===== config.mk =====
export PLATFORM = sky130hd
export DESIGN_NAME = imem_loader
export DESIGN_NICKNAME = d
export VERILOG_FILES = /design/src/rtl/imem_loader.sv
export SDC_FILE = /design/constraint.sdc
export NUM_CORES = 1
export LEC_CHECK = 0
export CORE_MARGIN = 1.5
export CORE_UTILIZATION = 30
export CTS_CLUSTER_DIAMETER = 200
export DETAILED_ROUTE_END_ITERATION = 12
export PLACE_DENSITY = 0.58
export SLEW_MARGIN = 20
export SYNTH_ARGS = -nofsm -noshare
export SYNTH_HDL_FRONTEND = slang
export SYNTH_SLANG_ARGS = --single-unit

===== constraint.sdc =====
create_clock -name clk -period 6.8 [get_ports clk]
set_clock_uncertainty 0.15 [all_clocks]
set_input_delay 0.68 -clock clk [delete_from_list [all_inputs] [get_ports clk]]
set_output_delay 0.68 -clock clk [all_outputs]
set_load 0.01 [all_outputs]

===== src/rtl/imem_loader.sv =====
// rtl/imem_loader.sv - byte-stream program loader writing LE words into imem, gating CPU reset
// Optional trailing XOR checksum byte when IMEM_LOADER_CSUM_EN is defined.
module imem_loader #(
   parameter int ADDR_WIDTH = 8
) (
   input  logic                  clk,
   input  logic                  rstn,
   input  logic                  reload,
   input  logic                  rx_valid,
   input  logic [7:0]            rx_data,
   output logic                  rx_ready,
   output logic                  imem_we,
   output logic [ADDR_WIDTH-1:0] imem_addr,
   output logic [31:0]           imem_wdata,
   output logic                  cpu_rstn,
   output logic                  done,
   output logic                  error
);

   typedef enum logic [2:0] {S_LEN_LO, S_LEN_HI, S_DATA, S_CSUM, S_RUN, S_ERR} state_t;

`ifdef IMEM_LOADER_CSUM_EN
   localparam state_t S_FRAME_END = S_CSUM;
`else
   localparam state_t S_FRAME_END = S_RUN;
`endif
   localparam int unsigned CAP = 2 ** ADDR_WIDTH;
   localparam logic [ADDR_WIDTH:0] IDX_ONE = {{ADDR_WIDTH{1'b0}}, 1'b1};

   state_t                state_q, state_d;
   logic [7:0]            len_lo_q, len_lo_d;
   logic [ADDR_WIDTH:0]   len_q, len_d;
   logic [1:0]            byte_cnt_q, byte_cnt_d;
   logic [ADDR_WIDTH:0]   word_idx_q, word_idx_d;
   logic [23:0]           shift_q, shift_d;
   logic                  rx_ready_q, rx_ready_d;
   logic                  imem_we_q, imem_we_d;
   logic [ADDR_WIDTH-1:0] imem_addr_q, imem_addr_d;
   logic [31:0]           imem_wdata_q, imem_wdata_d;
   logic                  cpu_rstn_q, cpu_rstn_d;
   logic                  done_q, done_d;
   logic                  error_q, error_d;
`ifdef IMEM_LOADER_CSUM_EN
   logic [7:0]            csum_q, csum_d;
`endif

   logic                  xfer;
   logic [15:0]           n_len;
   logic [ADDR_WIDTH:0]   word_next;

   assign xfer      = rx_valid & rx_ready_q;
   assign n_len     = {rx_data, len_lo_q};
   assign word_next = word_idx_q + IDX_ONE;

   always_comb begin
      state_d      = state_q;
      len_lo_d     = len_lo_q;
      len_d        = len_q;
      byte_cnt_d   = byte_cnt_q;
      word_idx_d   = word_idx_q;
      shift_d      = shift_q;
      imem_we_d    = 1'b0;
      imem_addr_d  = imem_addr_q;
      imem_wdata_d = imem_wdata_q;
`ifdef IMEM_LOADER_CSUM_EN
      csum_d       = csum_q;
`endif
      // reload wins over any byte presented in the same cycle; that byte is dropped
      if (reload) begin
         state_d    = S_LEN_LO;
         byte_cnt_d = 2'd0;
         word_idx_d = '0;
         shift_d    = 24'd0;
`ifdef IMEM_LOADER_CSUM_EN
         csum_d     = 8'd0;
`endif
      end else if (xfer) begin
         case (state_q)
            S_LEN_LO: begin
               len_lo_d = rx_data;
               state_d  = S_LEN_HI;
            end
            S_LEN_HI: begin
               if (n_len == 16'd0) begin
                  state_d = S_FRAME_END;
               end else if ({16'd0, n_len} > CAP) begin
                  state_d = S_ERR;
               end else begin
                  len_d   = n_len[ADDR_WIDTH:0];
                  state_d = S_DATA;
               end
            end
            S_DATA: begin
`ifdef IMEM_LOADER_CSUM_EN
               csum_d = csum_q ^ rx_data;
`endif
               byte_cnt_d = byte_cnt_q + 2'd1;
               if (byte_cnt_q == 2'd3) begin
                  imem_we_d    = 1'b1;
                  imem_addr_d  = word_idx_q[ADDR_WIDTH-1:0];
                  imem_wdata_d = {rx_data, shift_q};
                  word_idx_d   = word_next;
                  if (word_next == len_q) state_d = S_FRAME_END;
               end else begin
                  shift_d = {rx_data, shift_q[23:8]};
               end
            end
`ifdef IMEM_LOADER_CSUM_EN
            S_CSUM: state_d = (rx_data == csum_q) ? S_RUN : S_ERR;
`endif
            default: ;
         endcase
      end
      rx_ready_d = (state_d == S_LEN_LO) || (state_d == S_LEN_HI) ||
                   (state_d == S_DATA)   || (state_d == S_CSUM);
      // one cycle behind RUN so the final imem write lands before the core starts
      cpu_rstn_d = (state_q == S_RUN) && !reload;
      done_d     = (state_q == S_RUN) && !reload;
      error_d    = (state_d == S_ERR);
   end

   always_ff @(posedge clk or negedge rstn) begin
      if (!rstn) begin
         state_q      <= S_LEN_LO;
         len_lo_q     <= 8'd0;
         len_q        <= '0;
         byte_cnt_q   <= 2'd0;
         word_idx_q   <= '0;
         shift_q      <= 24'd0;
         rx_ready_q   <= 1'b0;
         imem_we_q    <= 1'b0;
         imem_addr_q  <= '0;
         imem_wdata_q <= 32'd0;
         cpu_rstn_q   <= 1'b0;
         done_q       <= 1'b0;
         error_q      <= 1'b0;
`ifdef IMEM_LOADER_CSUM_EN
         csum_q       <= 8'd0;
`endif
      end else begin
         state_q      <= state_d;
         len_lo_q     <= len_lo_d;
         len_q        <= len_d;
         byte_cnt_q   <= byte_cnt_d;
         word_idx_q   <= word_idx_d;
         shift_q      <= shift_d;
         rx_ready_q   <= rx_ready_d;
         imem_we_q    <= imem_we_d;
         imem_addr_q  <= imem_addr_d;
         imem_wdata_q <= imem_wdata_d;
         cpu_rstn_q   <= cpu_rstn_d;
         done_q       <= done_d;
         error_q      <= error_d;
`ifdef IMEM_LOADER_CSUM_EN
         csum_q       <= csum_d;
`endif
      end
   end

   assign rx_ready   = rx_ready_q;
   assign imem_we    = imem_we_q;
   assign imem_addr  = imem_addr_q;
   assign imem_wdata = imem_wdata_q;
   assign cpu_rstn   = cpu_rstn_q;
   assign done       = done_q;
   assign error      = error_q;

endmodule


==> impl_metrics.toml, run 1 <==
[place]
place_ws_ns = 3.36
gp_congestion = 0.773
io_buffers = 56
hpwl_um = 5840

[pwr]
vdd_drop_max_uv = 124
pwr-share-comb = 0.044
p_leak_nw = 2.32
intPower_uw = 924
p_seq_frac = 0.521
switchingPower_uw = 259
p_clk_frac = 0.434
p_sw_frac = 0.219
p_per_area_nw_per_um2 = 227
finalPower_mw = 1.18

[synthesis]
syn_avg_cell_area_sq_um = 12.1
synth_top_area_cell = "dfrtp_1"
synth_edf_count = 0
synth_area_sq_um = 4170
synth.net_count = 359
synthFlopType = "dfrtp_1"
synth.most_common_cell = "dfrtp_1"
netlist_instances = 345
synth_top_area_frac = 0.594
synth_common_cells = "dfrtp_1, nand2_1, mux2_2"
synth_area_leaders = "dfrtp_1, mux2_2, nand2_1"
yosys_warnings = 0
ys_seq_area_frac = 0.594
async_flop_share = 1.00
synth_seq_cells = 99
synth.distinct_cells = 38

[routing]
routed_wl_um = 8730
wl_per_cell_um = 15.1
dr.max_layer_used = "met4"
m1WireLength_um = 4250
wl_met2_um = 4070
drtIter0Drc = 144
vias = 2766
drc = 0
first_pass_iters = 4
via_per_inst = 4.78
wl_met3_um = 263
ant_nets = 0

[global_route]
grt_max_degree = 79
track_usage = 0.125
grt-ovfl-total = 0
grt_pass1_vias = 2802
grt_pass1_wl_um = 14300
antenna_found_initial = 0

[sta]
setup_violations = 0
fin_setup_tns_ns = 0
slew_headroom = 0.343
finalCritPeriodShare = 0.450
finalMaxSlewViolations = 0
rsz0062_at_grt = "false"
layout_setup_ws_ns = 3.74
min_period_ns = 3.06
fmax_ghz = 0.327
hold_viol = 0
worstMarginPinSlew_ns = 0.985

[clock_network]
htreeDepth = 3
cts_made_buffers = 9
cts_setup_buffers = 0
postCtsHoldBufs = 0
clk_latency_ns = 0.34
cts_tree = "yes"
cts_root_buffer = "clkbuf_16"
cts_buffer_depth = 2
cts.sinks = 99
cts_resized = 0
clk_pin_slew_worst_paths_ns = 0.06

[flow_run]
max_cap_violations = 0

[worst_setup_path]
max_stage_delay_ns = 0.46
slowest_stage = "clkdlybuf4s50_1"
critical_path_class = "input pin to register"
cp-start-kind = "input pin"
crit_buf_inv = 2
worstPathMaxFanout = 32
worstPathRequired_ns = 6.87
cpMostUsedCell = "nand2_1"
cp_top_family = "simple AND/OR/NAND/NOR gates"
worstPathArrival_ns = 3.13
crit_chain = "clkdlybuf4s50_1 > nand2_1 > nor4b_2 > nand2_1 > nor2_4 > buf_4 > mux2_2"
end_kind = "register"

[cells_and_area]
drive_gt1_frac = 0.206
antenna_cells = 0
nets = 412
syn_to_final_growth_pct = 24.9
fillers = 1298

[floorplanning]
core_area_sq_um = 13400
pin_count = 57
die_y_um = 121
die_width_um = 121
start_util = 0.311
rows = 42
dieArea_sq_um = 14600

[hold_path]
hold_path_class = "input pin to asynchronous set/reset pin"

[outcome]
status = "completed"
[cell type report]
cell class              count  area [sq um]  area share
inverters                   1          3.75    0.000720
flip-flops and latches     99          2480       0.476
multi-input cells         227          1620       0.310
clock inverters             5          61.3      0.0118
well taps                 176           220      0.0423
repair buffers             60           588       0.113
clock buffers              11           243      0.0466
[cell families (layout without fill, tap and decap cells)]
group | count (synthesis) | in the layout | synth area share
flops | 99 | 99 | 0.594
compound gates | 42 | 42 | 0.0573
mux | 58 | 58 | 0.156
fa+ha+maj | 2 | 2 | 0.00600
xor+xnor | 18 | 18 | 0.0378
simple gates | 107 | 107 | 0.128
buf+inv | 19 | 77 | 0.0207
[flip-flops by register name, indices dropped and copies added (netlist names), 2 cells and up]
register / count
imem_addr: 8
word_idx_q: 9
len_lo_q: 8
imem_wdata: 32
byte_cnt_q: 2
len_q: 9
shift_q: 24
state_q: 3
[worst paths after layout]
check                         startpoint             to  slack (ns)  depth (start not counted)
setup / recovery                rx_valid  imem_wdata[8]        3.74                          7
hold / removal                      rstn  word_idx_q[4]        0.07                          1
setup reg to reg              state_q[0]  imem_wdata[8]        4.14                          5
hold reg to reg            imem_wdata[7]  imem_wdata[7]        0.34                          1
max in group asynchronous           rstn  imem_wdata[3]        5.16                          2
min in group clk           imem_wdata[7]  imem_wdata[7]        0.34                          1
[metrics by stage]
stage / hold slack, ns / instance area (sq um) / std cells / util
4_1_cts: 0.0757 / 5210 / 579 / 0.389
5_1_grt: 0.0825 / 5210 / 579 / 0.389
6_report: 0.0727 / 5210 / 579 / 0.389
3_5_place_dp: 0.329 / 4910 / 563 / 0.366
2_1_floorplan: 0.234 / 4170 / 345 / -
3_3_place_gp: 0.325 / 4910 / 563 / 0.366
[power by group through the flow]
stage | sequential, mW | clock, mW | combinational (mW)
after floorplan | 0.624 | 0 | 0.0259
after global placement | 0.628 | 0 | 0.0527
after detailed placement | 0.628 | 0 | 0.0540
after CTS | 0.617 | 0.526 | 0.0540
after global routing | 0.619 | 0.550 | 0.0591
final | 0.617 | 0.514 | 0.0524
[cells in the final DEF (no fill, tap or decap), drive strengths merged, types with 5 or more instances in the layout]
| master | count |
|---|---|
| nor2 | 12 |
| dfrtp | 99 |
| a21oi | 32 |
| clkbuf | 11 |
| clkdlybuf4s50 | 55 |
| xnor2 | 14 |
| and3 | 7 |
| buf | 5 |
| nand2 | 58 |
| mux2 | 57 |
| nand3 | 6 |
[metal layers]
layer / vias to the layer above / global-route usage
met1: 1402 / 0.171
met5: - / 0
met2: 53 / 0.191
met4: 0 / 0.0529
met3: 9 / 0.0258
li1: 1302 / -
Note: power is estimated with default switching activity, not from simulation.
==> run 2: changes to the inputs <==
PLACE_DENSITY = 0.6   (was 0.58)
clock period = 2.6 ns   (was 6.8 ns; I/O delays follow)
==> run 2 against run 1 <==
Against the previous run: die area did not move; wire length fell by 1.4%; cell count rose by 2.9%; critical path type is now register to register; critical endpoint is now error; largest cell class unchanged.
==> impl_metrics.toml, run 2 (synthesized netlist as in run 1, its figures left out) <==
[global_route]
grtUsageMet3 = 0.0244
grt_max_degree = 100
grt-ovfl-total = 0
grt_pass1_wl_um = 14400
use_met2 = 0.195
grt-busiest-layer = "met2"
grt_pass1_vias = 2804
antenna_found_initial = 0
grt_util_met1 = 0.172
track_usage = 0.125

[sta]
hold_viol = 0
fmax_ghz = 0.416
setup_violations = 0
worstMarginPinSlew_ns = 0.531
finalMaxSlewViolations = 0
min_period_ns = 2.40
slew_headroom = 0.646
finalCritPeriodShare = 0.925

[routing]
ant_nets = 0
vias = 2797
via_per_inst = 4.69
first_pass_iters = 6
drc = 0
wl_per_cell_um = 14.4
drtIter0Drc = 153
routed_wl_um = 8610

[hold_path]
hold_path_class = "register to register"
hp-start = "imem_wdata[7]"
min_delay_path_depth = 1
min_to = "imem_wdata[7]"

[cells_and_area]
final_cell_mix = "dfrtp_1, nand2_1, mux2_2"
antenna_cells = 0
multi_input_area_sq_um = 1630
final_common_cell = "dfrtp_1"
final_area_sq_um = 5390
fillers = 1274
instances_no_fill = 596
largest_reg_flops = 32
drive_gt1_frac = 0.243
regArea_sq_um = 2480
syn_to_final_growth_pct = 29.1
nets = 429

[floorplanning]
pin_count = 57
die_y_um = 121
rows = 42
core_area_sq_um = 13400
dieArea_sq_um = 14600
die_width_um = 121
start_util = 0.311

[worst_setup_path]
r2r_end = "error"
slowest_stage = "dfrtp_1"
critical_path_class = "register to register"
worstPathArrival_ns = 2.53
cp-start-kind = "register"
r2r_start = "word_idx_q[1]"
max_stage_delay_ns = 0.44
crit_chain = "ha_1 > nand2_1 > or3_1 > a211oi_1 > o2111ai_1 > o32ai_2 > and3_1"
cp_top_family = "compound AO/OA/AOI/OAI gates"
end_kind = "register"
rrSetupSlack_ns = 0.20
crit_buf_inv = 0
rr_worst_depth = 7
worstPathMaxFanout = 5
worstPathRequired_ns = 2.73

[place]
post_dp_cell_area_sq_um = 5050
hpwl_um = 5960
placedCellCount = 579
gp_congestion = 0.843
io_buffers = 56

[clock_network]
cts_root_buffer = "clkbuf_16"
cts_made_buffers = 9
cts_tree = "yes"
clk_pin_slew_worst_paths_ns = 0.07
clk_latency_ns = 0.34
cts.sinks = 99
cts_setup_buffers = 0
htreeDepth = 3
cts_buffer_depth = 2

[outcome]
status = "completed"

[pwr]
p_leak_nw = 2.42
vdd_drop_max_uv = 331
p_per_area_nw_per_um2 = 582

[flow_run]
max_cap_violations = 0
[run 2: cell types whose count changed in the layout (fill, tap and decap cells not counted)]
cell,change
nor4b_1,-1
o41ai_1,-1
buf_12,+2
o41ai_2,+1
inv_8,+1
buf_4,+14
nor4b_2,+1
dlygate4sd3_1,+1
clkbuf_1,-1
[run 2: worst max path at each step]
stage	startpoint	endpoint	depth (start not counted)
2_1_floorplan	word_idx_q[0]	error	7
3_3_place_gp	rx_data[5]	len_q[6]	6
3_5_place_dp	rx_data[5]	len_q[1]	6
4_1_cts	word_idx_q[1]	error	7
5_1_grt	word_idx_q[1]	error	8
6_report	word_idx_q[1]	error	7
[run 2: metrics by stage]
stage | util | hold WS [ns] | total power, mW | worst slack [ns] | setup TNS, ns
6_report | 0.402 | 0.340 | 3.13 | 0.196 | 0
5_1_grt | 0.402 | 0.368 | 3.27 | -0.00960 | -0.00960
4_1_cts | 0.401 | 0.348 | 3.17 | 0.200 | 0
3_5_place_dp | 0.377 | 0.216 | 1.80 | 0.00720 | 0
3_3_place_gp | 0.377 | 0.209 | 1.79 | 0.0441 | 0
2_1_floorplan | - | -0.186 | 1.70 | 0.414 | 0
[run 2: layout make-up]
cell class                      instances  area share
Tap cell                              176      0.0409
Clock inverter                          6      0.0135
Inverter                                1    0.000697
Multi-Input combinational cell        227       0.303
Clock buffer                           10      0.0444
Sequential cell                        99       0.460
Timing Repair Buffer                   77       0.138
[run 2: layer usage]
layer,vias up,wire length [um]
met1,1400,4070
met5,-,0
met2,46,4150
li1,1341,-
met3,10,250
met4,0,136
[run 2: what timing repair did]
action	in CTS	in global routing
setup endpoints to repair	0	2
endpoints found under the hold margin	99	0
hold buffers	1	0
resized for setup	0	2
[run 2: power by group]
group          internal (mW)  switching [mW]
clock network          0.784           0.580
logic                 0.0727          0.0800
registers               1.58          0.0360
